$ cat src/rtl/mem_copy_engine.sv
// mem_copy_engine: word-by-word memory copy DMA.
// Each word is read, buffered, then written before the next read.
module mem_copy_engine #(
    parameter int ADDR_BITS = 6,
    parameter int MAX_LEN   = 64
) (
    input  logic        clk,
    input  logic        rst,
    input  logic        start,
    input  logic [31:0] src_addr,
    input  logic [31:0] dst_addr,
    input  logic [6:0]  length,
    output logic        busy,
    output logic        done,
    output logic        error,
    output logic [31:0] mem_address,
    output logic [31:0] mem_writedata,
    output logic        mem_writeenable,
    output logic        mem_MemRead,
    input  logic [31:0] mem_data
);

    typedef enum logic [2:0] {
        S_IDLE,
        S_READ,
        S_WAIT,
        S_WRITE,
        S_FIN
    } state_t;

    localparam logic [31:0] LP_MASK =
        32'((64'd1 << ADDR_BITS) - 64'd1);
    localparam logic [7:0]  LP_MAX  = 8'(MAX_LEN);

    state_t      r_state;
    logic [31:0] r_src;
    logic [31:0] r_dst;
    logic [6:0]  r_len;
    logic [6:0]  r_cnt;
    logic [31:0] r_buf;
    logic [31:0] r_addr;
    logic        r_busy;
    logic        r_done;
    logic        r_err;
    logic        r_rd;
    logic        r_we;

    logic        w_len_bad;
    logic        w_len_zero;
    logic [6:0]  w_cnt_next;
    logic        w_more;

    // Word address wraps inside the decoded window; upper bits stay 0.
    function automatic logic [31:0] f_addr(
        input logic [31:0] base,
        input logic [6:0]  off
    );
        return (base + {25'd0, off}) & LP_MASK;
    endfunction

    assign w_len_bad  = ({1'b0, length} > LP_MAX);
    assign w_len_zero = (length == 7'd0);
    assign w_cnt_next = r_cnt + 7'd1;
    assign w_more     = (w_cnt_next < r_len);

    assign busy            = r_busy;
    assign done            = r_done;
    assign error           = r_err;
    assign mem_address     = r_addr;
    assign mem_MemRead     = r_rd;
    assign mem_writeenable = r_we;
    assign mem_writedata   = r_we ? r_buf : 32'd0;

    // Copy sequencer; all outputs are registered alongside the state.
    always_ff @(posedge clk) begin
        if (rst) begin
            r_state <= S_IDLE;
            r_src   <= '0;
            r_dst   <= '0;
            r_len   <= '0;
            r_cnt   <= '0;
            r_buf   <= '0;
            r_addr  <= '0;
            r_busy  <= 1'b0;
            r_done  <= 1'b0;
            r_err   <= 1'b0;
            r_rd    <= 1'b0;
            r_we    <= 1'b0;
        end else begin
            unique case (r_state)
                S_IDLE: begin
                    if (start) begin
                        r_src <= src_addr;
                        r_dst <= dst_addr;
                        r_len <= length;
                        r_cnt <= '0;
                        if (w_len_zero || w_len_bad) begin
                            r_state <= S_FIN;
                            r_done  <= 1'b1;
                            r_err   <= w_len_bad;
                        end else begin
                            r_state <= S_READ;
                            r_busy  <= 1'b1;
                            r_rd    <= 1'b1;
                            r_addr  <= f_addr(src_addr, 7'd0);
                        end
                    end
                end
                S_READ: begin
                    r_state <= S_WAIT;
                    r_rd    <= 1'b0;
                    r_addr  <= '0;
                end
                S_WAIT: begin
                    r_state <= S_WRITE;
                    r_buf   <= mem_data;
                    r_we    <= 1'b1;
                    r_addr  <= f_addr(r_dst, r_cnt);
                end
                S_WRITE: begin
                    r_we   <= 1'b0;
                    r_addr <= '0;
                    r_cnt  <= w_cnt_next;
                    if (w_more) begin
                        r_state <= S_READ;
                        r_rd    <= 1'b1;
                        r_addr  <= f_addr(r_src, w_cnt_next);
                    end else begin
                        r_state <= S_FIN;
                        r_busy  <= 1'b0;
                        r_done  <= 1'b1;
                        r_err   <= 1'b0;
                    end
                end
                S_FIN: begin
                    r_state <= S_IDLE;
                    r_done  <= 1'b0;
                    r_err   <= 1'b0;
                end
                default: begin
                    r_state <= S_IDLE;
                end
            endcase
        end
    end

endmodule

$ cat config.mk
export PLATFORM = sky130hd
export DESIGN_NAME = mem_copy_engine
export DESIGN_NICKNAME = d
export VERILOG_FILES = /design/src/rtl/mem_copy_engine.sv
export SDC_FILE = /design/constraint.sdc
export NUM_CORES = 1
export LEC_CHECK = 0
export ABC_AREA = 1
export BUFFER_PORTS_ARGS = -buffer_cell sky130_fd_sc_hd__buf_2
export CAP_MARGIN = 20
export CORE_ASPECT_RATIO = 0.75
export CORE_MARGIN = 5
export CORE_UTILIZATION = 48
export CTS_CLUSTER_SIZE = 28
export DETAILED_ROUTE_END_ITERATION = 8
export PLACE_DENSITY = 0.81
export REMOVE_ABC_BUFFERS = 1
export SLEW_MARGIN = 20
export SYNTH_ARGS = -nofsm -noshare
export SYNTH_HDL_FRONTEND = slang
export SYNTH_SLANG_ARGS = --single-unit
$ cat constraint.sdc
create_clock -name clk -period 3.05 [get_ports clk]
set_input_delay 0.305 -clock clk [delete_from_list [all_inputs] [get_ports clk]]
set_output_delay 0.305 -clock clk [all_outputs]
set_load 0.03 [all_outputs]
# After elaboration in Yosys (flattened, before gate mapping)
# Cells that the tools add are included.
# word_totals
out_inout_bits,69
ff_bits,98
wordCells,65
in_bits,106
# op_classes
order_cmp,2
mux,25
add_sub_neg,3
eq_ne,9
reduce_logical,14
# op_table
op,n
32-bit one-hot mux with 4 select lines,1
32-bit 2-to-1 mux,3
7-bit one-hot mux with 2 select lines,1
6-bit adder,2
3-bit one-hot mux with 4 select lines,1
4-bit AND reduction,3
"2-bit inequality test, second input constant",5
1-bit 2-to-1 mux,9
3-bit 2-to-1 mux,3
1-bit one-hot mux with 3 select lines,3
"7-bit by 1-bit adder with 7-bit output, second input constant",1
"7-bit greater-than comparator, second input constant",1
7-bit logical NOT,1
7-bit less-than comparator,1
7-bit 2-to-1 mux,1
"3-bit by 2-bit == test with 1-bit output, second input constant",2
6-bit 2-to-1 mux,1
3-bit nonzero test,2
1-bit one-hot mux with 2 select lines,2
2-bit AND reduction,2
2-bit nonzero test,2
4-bit nonzero test,1
"3-bit by 1-bit == test with 1-bit output, second input constant",1
"3-bit == test, second input constant",1
3 further kinds,3

# Longest topological paths before layout
# Gate-level depths: netlist of run 1.
# depth
word_depth,5
ltp_mapped,17
depth_no_buf,17

# Worst setup path before layout of run 1
# No wires, ideal clock.
# synth_timing
kind,register -> register
from,register r_cnt[0]
to,register r_busy (netlist: busy)
arrival_ns,2.041
synth_period_minus_slack_ns,2.156
stages_incl_launch_ff,12
path_buffers,0
path_slack_ns,0.894
required_ns,2.934
path_cell_list,dfxtp_1 ha_1 nand2_1 nor2_1 nand2_1 xnor2_1 ha_1 a21o_1 nor2_1 nand3_4 a31o_2 and3_1
# synth_between
elab_chain_len,4
# synth_lines
element,line_no,source
"start, declared",39,logic [6:0] r_cnt;
"start signal, assigned",123,r_cnt <= w_cnt_next;
7-bit by 1-bit adder with 7-bit output,63,assign w_cnt_next = r_cnt + 7'd1;
7-bit less-than comparator,64,assign w_more = (w_cnt_next < r_len);
2-bit inequality test (no line),n/a,
4-bit AND reduction (no line),n/a,
"end signal, assigned",84,r_busy <= 1'b0;
"end signal, assigned",103,r_busy <= 1'b1;
"end signal, assigned",130,r_busy <= 1'b0;
"end, declared",42,logic r_busy;
# No other way between the ends.
# A chain may end at the register's enable or synchronous reset.

# Worst setup path after layout of run 1
# layout_timing
from,register r_cnt[0]
to,register r_addr[3] (netlist: mem_address[3])
# layout_between
elab_chain_len,4
# layout_lines
element,line_no,source
7-bit by 1-bit adder with 7-bit output,63,
6-bit adder or 7-bit less-than comparator (tied branches),"58, 64",
6-bit 2-to-1 mux,124,if (w_more) begin
32-bit one-hot mux with 4 select lines (*),90,unique case (r_state)
"end signal, assigned",105,"r_addr <= f_addr(src_addr, 7'd0);"
"end signal, assigned",118,"r_addr <= f_addr(r_dst, r_cnt);"
"end signal, assigned",127,"r_addr <= f_addr(r_src, w_cnt_next);"
"end, declared",41,logic [31:0] r_addr;
# Mark *: on every way between the ends. The rest lies on a longest branch, timed or not.

==> report_table.html, run 1 <==
<table>
<tr><th>Metric</th><th>Value</th></tr>
<tr><th colspan="2">Status</th></tr>
<tr><td>Outcome</td><td>finished clean</td></tr>
<tr><th colspan="2">Synthesis</th></tr>
<tr><td>Netlist area before placement</td><td>3890 um2</td></tr>
<tr><td>Number of warnings printed during yosys synthesis</td><td>0</td></tr>
<tr><td>Count of distinct cell types in the synthesized netlist</td><td>38</td></tr>
<tr><td>Post-synthesis cell type with the largest combined area</td><td>dfxtp_1</td></tr>
<tr><td>Number of standard cells after synthesis</td><td>561</td></tr>
<tr><td>Sequential share of the synthesized area</td><td>37.1%</td></tr>
<tr><td>Number of synthesized register bits</td><td>72</td></tr>
<tr><td>Portion of synthesized cell area occupied by the leading cell type</td><td>37.1%</td></tr>
<tr><td>Ranking of synthesized cells by area</td><td>dfxtp_1, nand2_1, a21oi_1, inv_1, ha_1</td></tr>
<tr><td>Mean post-synth cell area</td><td>6.93 um2</td></tr>
<tr><th colspan="2">Drt</th></tr>
<tr><td>Number of vias per cell after detailed routing</td><td>4.90</td></tr>
<tr><td>Final wirelength</td><td>9780 um</td></tr>
<tr><td>Number of DRC markers after the initial detailed-route iteration</td><td>231</td></tr>
<tr><td>Number of nets with antenna violations after detailed routing</td><td>0</td></tr>
<tr><td>DRT Pass-1 Iters</td><td>5</td></tr>
<tr><td>DRC violation count after routing</td><td>0</td></tr>
<tr><td>Routed vias</td><td>3,698</td></tr>
<tr><td>Post-detailed-route wirelength per cell</td><td>13.0 um</td></tr>
<tr><th colspan="2">Critical path</th></tr>
<tr><td>Data arrival time of the worst path</td><td>2.81 ns</td></tr>
<tr><td>Startpoint type of the worst setup path</td><td>flop</td></tr>
<tr><td>Data required time of the worst path</td><td>3.30 ns</td></tr>
<tr><td>Critical path endpoint category</td><td>flop</td></tr>
<tr><td>Maximum fanout encountered on the critical timing path</td><td>7</td></tr>
<tr><td>Crit Path Class</td><td>reg -&gt; reg</td></tr>
<tr><th colspan="2">Floorplanning</th></tr>
<tr><td>Chip Height</td><td>87.9 um</td></tr>
<tr><td>Number of core rows</td><td>28</td></tr>
<tr><td>Horizontal die dimension</td><td>114 um</td></tr>
<tr><td>Core area</td><td>7880 um2</td></tr>
<tr><td>IO Count</td><td>175</td></tr>
<tr><td>Floorplan die area</td><td>10,000 um2</td></tr>
<tr><td>Initial Util</td><td>49.3%</td></tr>
<tr><th colspan="2">STA</th></tr>
<tr><td>Final Hold Vio Count</td><td>0</td></tr>
<tr><td>Relative slew margins</td><td>60.5%</td></tr>
<tr><td>Tmin final</td><td>2.56 ns</td></tr>
<tr><td>Actual transition at the worst max-transition pin</td><td>0.591 ns</td></tr>
<tr><td>Highest Clock Rate</td><td>0.391 GHz</td></tr>
<tr><td>Setup_tns</td><td>0 ns</td></tr>
<tr><td>Final clock skew</td><td>0.0117 ns</td></tr>
<tr><td>Ratio of final minimum period to clock period</td><td>83.9%</td></tr>
<tr><td>Final setup fails</td><td>0</td></tr>
<tr><td>RSZ-0062 raised after global routing</td><td>false</td></tr>
<tr><td>Pins over their slew limit</td><td>0</td></tr>
<tr><th colspan="2">Clock tree</th></tr>
<tr><td>Max Root-Sink Buffers</td><td>2</td></tr>
<tr><td>Number of levels the H-tree was split into</td><td>3</td></tr>
<tr><td>CTS Root Cell</td><td>clkbuf_8</td></tr>
<tr><td>CTS hold repair buffers</td><td>0</td></tr>
<tr><td>Clk Latency, worst-skew pair</td><td>0.34 ns</td></tr>
<tr><td>Inserted Clock Buffers</td><td>9</td></tr>
<tr><td>CTS clk-pin slew, worst paths</td><td>0.07 ns</td></tr>
<tr><td>Post-CTS setup buffer count</td><td>0</td></tr>
<tr><td>Post-cts repair resize count</td><td>0</td></tr>
<tr><td>Clock tree from TritonCTS</td><td>yes</td></tr>
<tr><td>Sinks on the clock net</td><td>72</td></tr>
<tr><th colspan="2">Hold path</th></tr>
<tr><td>HP Class</td><td>in -&gt; reg</td></tr>
<tr><th colspan="2">Pwr</th></tr>
<tr><td>Clock network fraction of total power</td><td>28.9%</td></tr>
<tr><td>Power per cell area</td><td>502 nW/um2</td></tr>
<tr><td>Fraction of power spent switching nets</td><td>32.9%</td></tr>
<tr><td>Fraction of power consumed by sequential logic</td><td>47.6%</td></tr>
<tr><td>Net switching power</td><td>0.740 mW</td></tr>
<tr><td>Int Pwr</td><td>1.51 mW</td></tr>
<tr><td>Combinational Power Share</td><td>23.6%</td></tr>
<tr><td>Maximum vdd drop</td><td>298 uV</td></tr>
<tr><td>Leakage power total</td><td>2.38 nW</td></tr>
<tr><td>Overall power consumption</td><td>2.25 mW</td></tr>
<tr><th colspan="2">Job</th></tr>
<tr><td>Max capacitance violation total</td><td>0</td></tr>
<tr><th colspan="2">GRT</th></tr>
<tr><td>Grt total ovfl</td><td>0</td></tr>
<tr><td>Number of antenna violations at the first check in global routing</td><td>0</td></tr>
<tr><td>Global-route wire length before repair</td><td>15,200 um</td></tr>
<tr><td>Overall Global Routing Usage</td><td>19.1%</td></tr>
<tr><td>Vias in the first global route</td><td>3,287</td></tr>
<tr><td>Pin count of the biggest net entering global routing</td><td>58</td></tr>
<tr><th colspan="2">Place</th></tr>
<tr><td>Final HPWL from detailed placement</td><td>7340 um</td></tr>
<tr><td>Number of I/O port buffers</td><td>96</td></tr>
<tr><td>Weighted congestion reported at the end of routability-driven placement</td><td>0.891</td></tr>
<tr><td>Cell count after placement</td><td>742</td></tr>
<tr><th colspan="2">Layout</th></tr>
<tr><td>Area taken by flip-flops and latches</td><td>1440 um2</td></tr>
<tr><td>Antenna diodes</td><td>0</td></tr>
<tr><td>Post-Layout Cell Count</td><td>755</td></tr>
<tr><td>NumNets Final</td><td>774</td></tr>
<tr><td>Synth-to-Final Area Change</td><td>15.2%</td></tr>
<tr><td>Share of post-route cells with drive strength above 1</td><td>20.3%</td></tr>
<tr><td>Fillers</td><td>775</td></tr>
<tr><td>Multi-input gate area</td><td>1960 um2</td></tr>
</table>
-- per-layer routing --
| metal | vias up | share of wire, % | track usage, % |
|---|---|---|---|
| li1 | 1895 | - | - |
| met1 | 1691 | 45 | 25.5 |
| met2 | 106 | 48 | 30.8 |
| met3 | 6 | 6.6 | 5.18 |
| met4 | 0 | 0.69 | 5.07 |
| met5 | - | 0 | 0 |
-- cell families (layout without fill, tap and decap cells) --
kind of cell,after synthesis,after routing,synth area share [%]
AOI/OAI and AO/OA,104,104,14.2
adders and majority gates,20,20,6.83
xor gates and xnor gates,7,7,1.58
buffers and inverters,123,187,14.9
DFF,72,72,37.1
other,1,26,0.0965
and+or+nand+nor,234,234,25.3
-- worst max-delay path: stages (launching register included) --
cell,delay [ns]
dfxtp_1,0.52
ha_1,0.23
nand2_1,0.07
nor2_1,0.10
nand2_1,0.07
xnor2_1,0.22
ha_1,0.28
a21o_1,0.16
nor2_1,0.20
nand3_4,0.17
inv_2,0.12
nand3_1,0.07
nand3_1,0.07
nand2_1,0.05
a21oi_1,0.13
-- area by class of cell --
| class | instances | area share [%] |
|---|---|---|
| multi-input combinational | 391 | 43.7 |
| sequential | 72 | 32.2 |
| timing repair buffer | 99 | 11.2 |
| inverter | 75 | 6.34 |
| clock buffer | 12 | 3.46 |
| tap | 105 | 2.93 |
| clock inverter | 1 | 0.112 |
-- cells in the mapped netlist --
library cell	count
a21oi_1	75
clkbuf_1	12
a31oi_1	2
o22ai_1	1
dfxtp_1	72
buf_6	1
inv_2	7
xor2_1	2
nor2_2	2
or2_1	2
nand2_2	3
o21ai_1	3
inv_4	1
nor2_4	2
nor2_1	16
o211ai_1	1
nand3_2	1
nand3_1	31
fa_1	2
a21o_1	1
nand4_1	3
and3_1	1
a22oi_1	1
buf_2	9
o21bai_1	2
nand3_4	1
or2_2	1
nand2_1	171
o21ai_0	14
ha_1	18
a31o_2	1
buf_4	26
o2111ai_1	1
inv_1	67
xnor2_1	5
conb_1	1
o21ai_2	1
a21oi_2	1
-- path summary, 6_finish.rpt --
check                                  from             end  slack, ns  cells after the start
worst min register to register    r_buf[22]       r_buf[22]       0.47                      2
worst max-delay path               r_cnt[0]  mem_address[3]       0.49                     14
worst min-delay path            mem_data[8]        r_buf[8]       0.21                      3
worst max register to register     r_cnt[0]  mem_address[3]       0.49                     14
-- power groups by stage --
| stage | registers, mW | clock network, mW | logic (mW) |
|---|---|---|---|
| 6_report | 1.07 | 0.649 | 0.529 |
| 5_1_grt | 1.08 | 0.697 | 0.590 |
| 4_1_cts | 1.07 | 0.662 | 0.530 |
| 3_5_place_dp | 1.09 | 0 | 0.528 |
| 3_3_place_gp | 1.09 | 0 | 0.517 |
| 2_1_floorplan | 1.13 | 0 | 0.316 |
-- state kept, by name, indices dropped and copies added (netlist names), 3 cells and up --
name	cells
r_state	3
r_src	6
r_cnt	7
r_len	7
mem_address	6
r_dst	6
r_buf	32
-- layout by cell type (no fill, tap or decap), types with 2 or more instances in the layout --
master	instances
a21oi_1	75
a31oi_1	2
buf_2	96
buf_4	3
clkbuf_8	11
conb_1	26
dfxtp_1	72
fa_1	2
ha_1	18
inv_1	67
inv_2	7
nand2_1	171
nand2_2	3
nand3_1	31
nand4_1	3
nor2_1	16
nor2_2	2
nor2_4	2
o21ai_0	14
o21ai_1	3
o21bai_1	2
or2_1	2
xnor2_1	5
xor2_1	2
-- per-stage QoR --
step           hold WS, ns  area [um2]  util [%]  setup slack, ns
2_1_floorplan        0.367        3680         -            0.894
3_3_place_gp         0.452        4320      54.8            0.609
3_5_place_dp         0.455        4320      54.8            0.541
4_1_cts              0.193        4480      56.8            0.500
5_1_grt              0.184        4480      56.8            0.245
6_report             0.208        4480      56.8            0.492
Power figures use the tool's default switching activity.
==> inputs of run 2 (changes only) <==
==> constraint.sdc (replaced) <==
create_clock -name clk -period 2.63 [get_ports clk]
set_input_delay 0.263 -clock clk [delete_from_list [all_inputs] [get_ports clk]]
set_output_delay 0.263 -clock clk [all_outputs]
set_load 0.03 [all_outputs]
==> report_table.html, run 2 (synthesized netlist as in run 1, its figures left out) <==
<table>
<tr><th>Metric</th><th>Value</th></tr>
<tr><th colspan="2">Drt</th></tr>
<tr><td>DRT Pass-1 Iters</td><td>5 (unchanged)</td></tr>
<tr><td>Routed vias</td><td>3,736 (was 3,698)</td></tr>
<tr><td>Number of DRC markers after the initial detailed-route iteration</td><td>195 (was 231)</td></tr>
<tr><td>Number of vias per cell after detailed routing</td><td>4.91 (was 4.90)</td></tr>
<tr><td>Number of nets with antenna violations after detailed routing</td><td>0 (unchanged)</td></tr>
<tr><td>DRC violation count after routing</td><td>0 (unchanged)</td></tr>
<tr><td>Post-detailed-route wirelength per cell</td><td>13.2 um (was 13.0 um)</td></tr>
<tr><td>Final wirelength</td><td>10,000 um (was 9780 um)</td></tr>
<tr><th colspan="2">Layout</th></tr>
<tr><td>Share of post-route cells with drive strength above 1</td><td>20.9% (was 20.3%)</td></tr>
<tr><td>End-of-flow core utilization</td><td>57.6% (was 56.8%)</td></tr>
<tr><td>Register name with the most flops</td><td>r_buf (unchanged)</td></tr>
<tr><td>Fillers</td><td>778 (was 775)</td></tr>
<tr><td>Antenna diodes</td><td>0 (unchanged)</td></tr>
<tr><td>Synth-to-Final Area Change</td><td>16.8% (was 15.2%)</td></tr>
<tr><td>NumNets Final</td><td>777 (was 774)</td></tr>
<tr><td>Flip-flop count of the largest register, all copies and words added</td><td>32 (unchanged)</td></tr>
<tr><td>Most frequent standard cell in the layout excluding fill and tap cells</td><td>nand2_1 (unchanged)</td></tr>
<tr><td>Most frequent cells in the layout</td><td>nand2_1, buf_2, a21oi_1, dfxtp_1, inv_1 (unchanged)</td></tr>
<tr><td>Registers with the most flip-flops</td><td>r_buf x32, r_cnt x7, r_len x7 (unchanged)</td></tr>
<tr><th colspan="2">STA</th></tr>
<tr><td>Ratio of final minimum period to clock period</td><td>88.5% (was 83.9%)</td></tr>
<tr><td>Relative slew margins</td><td>59.6% (was 60.5%)</td></tr>
<tr><td>Final setup fails</td><td>0 (unchanged)</td></tr>
<tr><td>Final clock skew</td><td>0.00950 ns (was 0.0117 ns)</td></tr>
<tr><td>RSZ-0062 raised after global routing</td><td>false (unchanged)</td></tr>
<tr><td>Actual transition at the worst max-transition pin</td><td>0.606 ns (was 0.591 ns)</td></tr>
<tr><td>Pins over their slew limit</td><td>0 (unchanged)</td></tr>
<tr><td>Final Hold Vio Count</td><td>0 (unchanged)</td></tr>
<tr><td>Highest Clock Rate</td><td>0.429 GHz (was 0.391 GHz)</td></tr>
<tr><td>Tmin final</td><td>2.33 ns (was 2.56 ns)</td></tr>
<tr><td>Setup_tns</td><td>0 ns (unchanged)</td></tr>
<tr><th colspan="2">Place</th></tr>
<tr><td>Number of I/O port buffers</td><td>96 (unchanged)</td></tr>
<tr><td>Final HPWL from detailed placement</td><td>7590 um (was 7340 um)</td></tr>
<tr><td>Weighted congestion reported at the end of routability-driven placement</td><td>0.900 (was 0.891)</td></tr>
<tr><th colspan="2">Job</th></tr>
<tr><td>Max capacitance violation total</td><td>0 (unchanged)</td></tr>
<tr><th colspan="2">Clock tree</th></tr>
<tr><td>Clock tree from TritonCTS</td><td>yes (unchanged)</td></tr>
<tr><td>Post-CTS setup buffer count</td><td>0 (unchanged)</td></tr>
<tr><td>Number of levels the H-tree was split into</td><td>3 (unchanged)</td></tr>
<tr><td>Sinks on the clock net</td><td>72 (unchanged)</td></tr>
<tr><td>CTS hold repair buffers</td><td>0 (unchanged)</td></tr>
<tr><td>Post-cts repair resize count</td><td>0 (unchanged)</td></tr>
<tr><td>CTS Root Cell</td><td>clkbuf_8 (unchanged)</td></tr>
<tr><td>Inserted Clock Buffers</td><td>9 (unchanged)</td></tr>
<tr><td>Max Root-Sink Buffers</td><td>2 (unchanged)</td></tr>
<tr><td>CTS clk-pin slew, worst paths</td><td>0.08 ns (was 0.07 ns)</td></tr>
<tr><td>Clk Latency, worst-skew pair</td><td>0.34 ns (about the same)</td></tr>
<tr><th colspan="2">Critical path</th></tr>
<tr><td>Crit Path Class</td><td>reg -&gt; reg (unchanged)</td></tr>
<tr><td>CP max-delay cell</td><td>dfxtp_1 (unchanged)</td></tr>
<tr><td>Cell-by-cell trace of the critical path</td><td>nand2_1 &gt; nor2_1 &gt; nand2_1 &gt; xnor2_1 &gt; ha_1 &gt; a21o_1 &gt; nor2_1 &gt; nand3_4 &gt; inv_2 &gt; nand3_1 &gt; nand3_1 &gt; nand2_1 &gt; a21oi_1 (was ha_1 &gt; nand2_1 &gt; nor2_1 &gt; nand2_1 &gt; xnor2_1 &gt; ha_1 &gt; a21o_1 &gt; nor2_1 &gt; nand3_4 &gt; inv_2 &gt; nand3_1 &gt; nand3_1 &gt; nand2_1 &gt; a21oi_1)</td></tr>
<tr><td>Critical path endpoint category</td><td>flop (unchanged)</td></tr>
<tr><td>Peak per-stage delay on the critical path</td><td>0.44 ns (was 0.52 ns)</td></tr>
<tr><td>Cell mode on critical path</td><td>nand2_1 (unchanged)</td></tr>
<tr><td>Data required time of the worst path</td><td>2.90 ns (was 3.30 ns)</td></tr>
<tr><td>Startpoint type of the worst setup path</td><td>flop (unchanged)</td></tr>
<tr><td>Maximum fanout encountered on the critical timing path</td><td>6 (was 7)</td></tr>
<tr><td>Data arrival time of the worst path</td><td>2.60 ns (was 2.81 ns)</td></tr>
<tr><th colspan="2">GRT</th></tr>
<tr><td>Overall Global Routing Usage</td><td>20.0% (was 19.1%)</td></tr>
<tr><td>Pin count of the biggest net entering global routing</td><td>58 (unchanged)</td></tr>
<tr><td>Grt total ovfl</td><td>0 (unchanged)</td></tr>
<tr><td>Number of antenna violations at the first check in global routing</td><td>0 (unchanged)</td></tr>
<tr><td>Global-route wire length before repair</td><td>16,200 um (was 15,200 um)</td></tr>
<tr><td>Vias in the first global route</td><td>3,519 (was 3,287)</td></tr>
<tr><th colspan="2">Floorplanning</th></tr>
<tr><td>Floorplan die area</td><td>10,000 um2 (unchanged)</td></tr>
<tr><td>Core area</td><td>7880 um2 (unchanged)</td></tr>
<tr><td>Horizontal die dimension</td><td>114 um (unchanged)</td></tr>
<tr><td>Chip Height</td><td>87.9 um (unchanged)</td></tr>
<tr><td>IO Count</td><td>175 (unchanged)</td></tr>
<tr><td>Initial Util</td><td>49.3% (unchanged)</td></tr>
<tr><td>Number of core rows</td><td>28 (unchanged)</td></tr>
<tr><th colspan="2">Hold path</th></tr>
<tr><td>HP Class</td><td>in -&gt; reg (unchanged)</td></tr>
<tr><th colspan="2">Pwr</th></tr>
<tr><td>Power per cell area</td><td>606 nW/um2 (was 502 nW/um2)</td></tr>
<tr><td>Maximum vdd drop</td><td>463 uV (was 298 uV)</td></tr>
<tr><td>Leakage power total</td><td>2.42 nW (was 2.38 nW)</td></tr>
<tr><th colspan="2">Status</th></tr>
<tr><td>Outcome</td><td>finished clean (unchanged)</td></tr>
</table>
==> run 2: changes by cell type in the layout (fill, tap and decap cells not counted), sizes merged <==
cell	delta
buf	+3
bufinv	+1
clkbuf	+1
clkinv	+1
==> run 2: area by class of cell <==
type	count	area, um2	share of cell area, %
tap	105	131	2.89
clock inverter	3	40.0	0.882
multi-input combinational	391	1960	43.1
clock buffer	13	159	3.50
sequential	72	1440	31.8
timing repair buffer	102	526	11.6
inverter	75	284	6.26
==> run 2: report_power, final <==
group          internal [mW]  leakage (nW)  switching [mW]  total, mW
clock                  0.488         0.103           0.400      0.888
combinational          0.191          1.73           0.431      0.623
sequential              1.18         0.587          0.0540       1.24
==> run 2: final timing paths <==
path	startpoint	to	slack (ns)	cells after the start
hold reg to reg	mem_address[5]	mem_address[5]	0.46	2
hold / removal	mem_data[0]	r_buf[0]	0.16	3
setup reg to reg	r_cnt[3]	mem_address[3]	0.30	13
setup / recovery	r_cnt[3]	mem_address[3]	0.30	13
==> run 2: metal layers <==
| layer | up-vias | GRT usage [%] | part of all wire [%] | routed length (um) |
|---|---|---|---|---|
| met5 | - | 0 | 0 | 0 |
| li1 | 1903 | - | - | - |
| met3 | 15 | 5.18 | 6.5 | 650 |
| met1 | 1712 | 25.8 | 44 | 4450 |
| met4 | 0 | 6.58 | 1.8 | 177 |
| met2 | 106 | 33.1 | 47 | 4740 |
==> run 2: worst max-delay path: cells and delay by family, from the launching register on <==
kind	cells	cell delay, ns
AO/OA/AOI/OAI	2	0.29
XOR/XNOR	1	0.21
adder cells (fa/ha/maj)	1	0.28
buffers and inverters	1	0.12
flip-flops	1	0.44
AND/OR/NAND/NOR	8	0.90
==> run 2: stage by stage <==
stage | setup slack (ns) | hold WS [ns] | cell area [um2] | instances | total power [mW]
3_3_place_gp | 0.386 | 0.451 | 4340 | 745 | 1.87
3_5_place_dp | 0.319 | 0.454 | 4340 | 745 | 1.89
4_1_cts | 0.301 | 0.150 | 4540 | 761 | 2.77
2_1_floorplan | 0.474 | 0.325 | 3680 | 538 | 1.68
6_report | 0.302 | 0.164 | 4540 | 761 | 2.75
5_1_grt | 0.0442 | 0.157 | 4540 | 761 | 2.90
==> inputs of run 3 (changes only) <==
--- a/config.mk
+++ b/config.mk
@@ -10,10 +10,10 @@
 export CAP_MARGIN = 20
 export CORE_ASPECT_RATIO = 0.75
 export CORE_MARGIN = 5
-export CORE_UTILIZATION = 48
+export CORE_UTILIZATION = 45
 export CTS_CLUSTER_SIZE = 28
 export DETAILED_ROUTE_END_ITERATION = 8
-export PLACE_DENSITY = 0.81
+export PLACE_DENSITY = 0.77
 export REMOVE_ABC_BUFFERS = 1
 export SLEW_MARGIN = 20
 export SYNTH_ARGS = -nofsm -noshare
==> report_table.html, run 3 (synthesized netlist as in run 1, its figures left out) <==
<table>
<tr><th>Metric</th><th>Value</th></tr>
<tr><th colspan="2">Critical path</th></tr>
<tr><td>Critical path endpoint category</td><td>flop (unchanged)</td></tr>
<tr><td>CP Buf/Inv Count</td><td>0 (was 1)</td></tr>
<tr><td>CP max-delay cell</td><td>dfxtp_1 (unchanged)</td></tr>
<tr><td>Kind of cell adding the most delay to the critical path</td><td>simple AND/OR/NAND/NOR gates (unchanged)</td></tr>
<tr><td>Cell mode on critical path</td><td>nand2_1 (unchanged)</td></tr>
<tr><td>Data arrival time of the worst path</td><td>2.63 ns (was 2.60 ns)</td></tr>
<tr><td>Worst r2r path cells</td><td>11 (was 13)</td></tr>
<tr><td>Start of the worst register-to-register path</td><td>r_cnt[3] (unchanged)</td></tr>
<tr><td>End of the worst register-to-register path</td><td>mem_address[4] (was mem_address[3])</td></tr>
<tr><td>Data required time of the worst path</td><td>2.89 ns (was 2.90 ns)</td></tr>
<tr><td>Cell-by-cell trace of the critical path</td><td>nand2_1 &gt; nor2_1 &gt; nand2_1 &gt; xnor2_1 &gt; ha_1 &gt; a21o_1 &gt; nor2_1 &gt; nand3_4 &gt; o211ai_1 &gt; nand2_1 &gt; a21oi_1 (was nand2_1 &gt; nor2_1 &gt; nand2_1 &gt; xnor2_1 &gt; ha_1 &gt; a21o_1 &gt; nor2_1 &gt; nand3_4 &gt; inv_2 &gt; nand3_1 &gt; nand3_1 &gt; nand2_1 &gt; a21oi_1)</td></tr>
<tr><td>Register-to-register setup slack</td><td>0.26 ns (was 0.30 ns)</td></tr>
<tr><td>Peak per-stage delay on the critical path</td><td>0.46 ns (was 0.44 ns)</td></tr>
<tr><td>Maximum fanout encountered on the critical timing path</td><td>6 (unchanged)</td></tr>
<tr><td>Worst setup path startpoint</td><td>r_cnt[3] (unchanged)</td></tr>
<tr><td>Crit Path Class</td><td>reg -&gt; reg (unchanged)</td></tr>
<tr><td>Startpoint type of the worst setup path</td><td>flop (unchanged)</td></tr>
<tr><th colspan="2">Layout</th></tr>
<tr><td>Flip-flop count of the largest register, all copies and words added</td><td>32 (unchanged)</td></tr>
<tr><td>Most frequent standard cell in the layout excluding fill and tap cells</td><td>nand2_1 (unchanged)</td></tr>
<tr><td>Registers with the most flip-flops</td><td>r_buf x32, r_cnt x7, r_len x7 (unchanged)</td></tr>
<tr><td>Synth-to-Final Area Change</td><td>20.4% (was 16.8%)</td></tr>
<tr><td>Register name with the most flops</td><td>r_buf (unchanged)</td></tr>
<tr><td>Antenna diodes</td><td>0 (unchanged)</td></tr>
<tr><td>Share of post-route cells with drive strength above 1</td><td>21.3% (was 20.9%)</td></tr>
<tr><td>Most frequent cells in the layout</td><td>nand2_1, buf_2, a21oi_1, dfxtp_1, inv_1 (unchanged)</td></tr>
<tr><td>NumNets Final</td><td>779 (was 777)</td></tr>
<tr><td>End-of-flow core utilization</td><td>55.4% (was 57.6%)</td></tr>
<tr><th colspan="2">Clock tree</th></tr>
<tr><td>Sinks on the clock net</td><td>72 (unchanged)</td></tr>
<tr><td>CTS Root Cell</td><td>clkbuf_16 (was clkbuf_8)</td></tr>
<tr><td>Clk Latency, worst-skew pair</td><td>0.33 ns (was 0.34 ns)</td></tr>
<tr><td>Inserted Clock Buffers</td><td>9 (unchanged)</td></tr>
<tr><td>CTS clk-pin slew, worst paths</td><td>0.06 ns (was 0.08 ns)</td></tr>
<tr><td>Max Root-Sink Buffers</td><td>2 (unchanged)</td></tr>
<tr><td>Clock tree from TritonCTS</td><td>yes (unchanged)</td></tr>
<tr><td>Post-cts repair resize count</td><td>0 (unchanged)</td></tr>
<tr><td>CTS hold repair buffers</td><td>0 (unchanged)</td></tr>
<tr><td>Number of levels the H-tree was split into</td><td>3 (unchanged)</td></tr>
<tr><td>Post-CTS setup buffer count</td><td>0 (unchanged)</td></tr>
<tr><th colspan="2">Floorplanning</th></tr>
<tr><td>Number of core rows</td><td>29 (was 28)</td></tr>
<tr><td>IO Count</td><td>175 (unchanged)</td></tr>
<tr><td>Floorplan die area</td><td>10,600 um2 (was 10,000 um2)</td></tr>
<tr><td>Chip Height</td><td>90.5 um (was 87.9 um)</td></tr>
<tr><td>Horizontal die dimension</td><td>117 um (was 114 um)</td></tr>
<tr><td>Core area</td><td>8450 um2 (was 7880 um2)</td></tr>
<tr><td>Initial Util</td><td>46.0% (was 49.3%)</td></tr>
<tr><th colspan="2">Status</th></tr>
<tr><td>Outcome</td><td>finished clean (unchanged)</td></tr>
<tr><th colspan="2">GRT</th></tr>
<tr><td>Pin count of the biggest net entering global routing</td><td>58 (unchanged)</td></tr>
<tr><td>Overall Global Routing Usage</td><td>18.9% (was 20.0%)</td></tr>
<tr><td>Number of antenna violations at the first check in global routing</td><td>0 (unchanged)</td></tr>
<tr><td>Grt total ovfl</td><td>0 (unchanged)</td></tr>
<tr><td>Vias in the first global route</td><td>3,601 (was 3,519)</td></tr>
<tr><td>Global-route wire length before repair</td><td>16,800 um (was 16,200 um)</td></tr>
<tr><th colspan="2">STA</th></tr>
<tr><td>Ratio of final minimum period to clock period</td><td>90.1% (was 88.5%)</td></tr>
<tr><td>RSZ-0062 raised after global routing</td><td>false (unchanged)</td></tr>
<tr><td>Setup_tns</td><td>0 ns (unchanged)</td></tr>
<tr><td>Final setup fails</td><td>0 (unchanged)</td></tr>
<tr><td>Final clock skew</td><td>0.00448 ns (was 0.00950 ns)</td></tr>
<tr><td>Tmin final</td><td>2.37 ns (was 2.33 ns)</td></tr>
<tr><td>Relative slew margins</td><td>59.3% (was 59.6%)</td></tr>
<tr><td>Actual transition at the worst max-transition pin</td><td>0.610 ns (was 0.606 ns)</td></tr>
<tr><td>Highest Clock Rate</td><td>0.422 GHz (was 0.429 GHz)</td></tr>
<tr><td>Pins over their slew limit</td><td>0 (unchanged)</td></tr>
<tr><td>Final Hold Vio Count</td><td>0 (unchanged)</td></tr>
<tr><th colspan="2">Hold path</th></tr>
<tr><td>Number of cells traversed by the worst hold path</td><td>3 (unchanged)</td></tr>
<tr><td>HP Class</td><td>in -&gt; reg (unchanged)</td></tr>
<tr><td>End point of the most critical hold path</td><td>r_buf[19] (was r_buf[0])</td></tr>
<tr><td>Hold path start</td><td>mem_data[19] (was mem_data[0])</td></tr>
<tr><th colspan="2">Pwr</th></tr>
<tr><td>Overall power consumption</td><td>3.21 mW (was 2.75 mW)</td></tr>
<tr><td>Power per cell area</td><td>686 nW/um2 (was 606 nW/um2)</td></tr>
<tr><td>Leakage power total</td><td>2.47 nW (was 2.42 nW)</td></tr>
<tr><td>Maximum vdd drop</td><td>450 uV (was 463 uV)</td></tr>
<tr><th colspan="2">Drt</th></tr>
<tr><td>Final wirelength</td><td>10,300 um (was 10,000 um)</td></tr>
<tr><td>Number of nets with antenna violations after detailed routing</td><td>0 (unchanged)</td></tr>
<tr><td>Number of vias per cell after detailed routing</td><td>4.94 (was 4.91)</td></tr>
<tr><td>DRC violation count after routing</td><td>0 (unchanged)</td></tr>
<tr><td>Routed vias</td><td>3,784 (was 3,736)</td></tr>
<tr><td>Post-detailed-route wirelength per cell</td><td>13.5 um (was 13.2 um)</td></tr>
<tr><td>DRT Pass-1 Iters</td><td>5 (unchanged)</td></tr>
<tr><td>Number of DRC markers after the initial detailed-route iteration</td><td>247 (was 195)</td></tr>
<tr><th colspan="2">Job</th></tr>
<tr><td>Max capacitance violation total</td><td>0 (unchanged)</td></tr>
<tr><th colspan="2">Place</th></tr>
<tr><td>Weighted congestion reported at the end of routability-driven placement</td><td>0.944 (was 0.900)</td></tr>
<tr><td>Final HPWL from detailed placement</td><td>7560 um (was 7590 um)</td></tr>
<tr><td>Number of I/O port buffers</td><td>96 (unchanged)</td></tr>
</table>
## run 3: changes by cell type in the layout (fill, tap and decap cells not counted)
| cell | previous run | this run |
|---|---|---|
| clkinvlp_4 | 0 | 2 |
| clkbuf_1 | 2 | 1 |
| clkinv_2 | 2 | 0 |
| clkinv_4 | 0 | 1 |
| clkbuf_8 | 11 | 0 |
| bufinv_16 | 1 | 2 |
| clkbuf_16 | 0 | 9 |
| inv_6 | 0 | 1 |
| buf_4 | 6 | 8 |
## run 3: report_power, final
part           internal, mW  switching, mW  leakage, nW
clock                 0.836          0.495        0.149
sequential             1.19         0.0550        0.587
combinational         0.195          0.442         1.74
total                  2.22          0.992         2.47
## run 3: layout make-up
cell class / count / area (um2)
clock buffer: 10 / 229
sequential: 72 / 1440
fill: 815 / 3770
tap: 108 / 135
timing repair buffer: 104 / 541
clock inverter: 6 / 92.6
multi-input combinational: 391 / 1960
inverter: 75 / 284
## run 3: worst register-to-register path, stage by stage (launching register included)
cell and delay (ns):
dfxtp_1 0.46, nand2_1 0.17, nor2_1 0.13, nand2_1 0.08, xnor2_1 0.20, ha_1 0.27
a21o_1 0.16, nor2_1 0.20, nand3_4 0.17, o211ai_1 0.25, nand2_1 0.08, a21oi_1 0.13
## run 3: worst max-delay path by stage
stage	endpoint	slack, ns	cells past startpoint
6_report	mem_address[4]	0.26	11
5_1_grt	mem_address[4]	0.02	11
4_1_cts	mem_address[4]	0.29	11
3_5_place_dp	mem_address[4]	0.31	11
3_3_place_gp	mem_address[3]	0.37	13
2_1_floorplan	busy	0.47	11
## run 3: stage by stage
stage / worst slack, ns / hold WS, ns / cell area [um2] / std cells
floorplan: 0.474 / 0.325 / 3680 / 538
global route: 0.0173 / 0.185 / 4680 / 766
global placement: 0.370 / 0.449 / 4360 / 750
detailed placement: 0.312 / 0.451 / 4360 / 750
CTS: 0.290 / 0.166 / 4680 / 766
finish: 0.260 / 0.173 / 4680 / 766
## run 3: per-layer routing
layer,GRT usage [%],share of wire (%)
met5,0,0
met4,4.35,1.4
met2,31.6,49
met1,24.6,43
met3,4.88,6.6
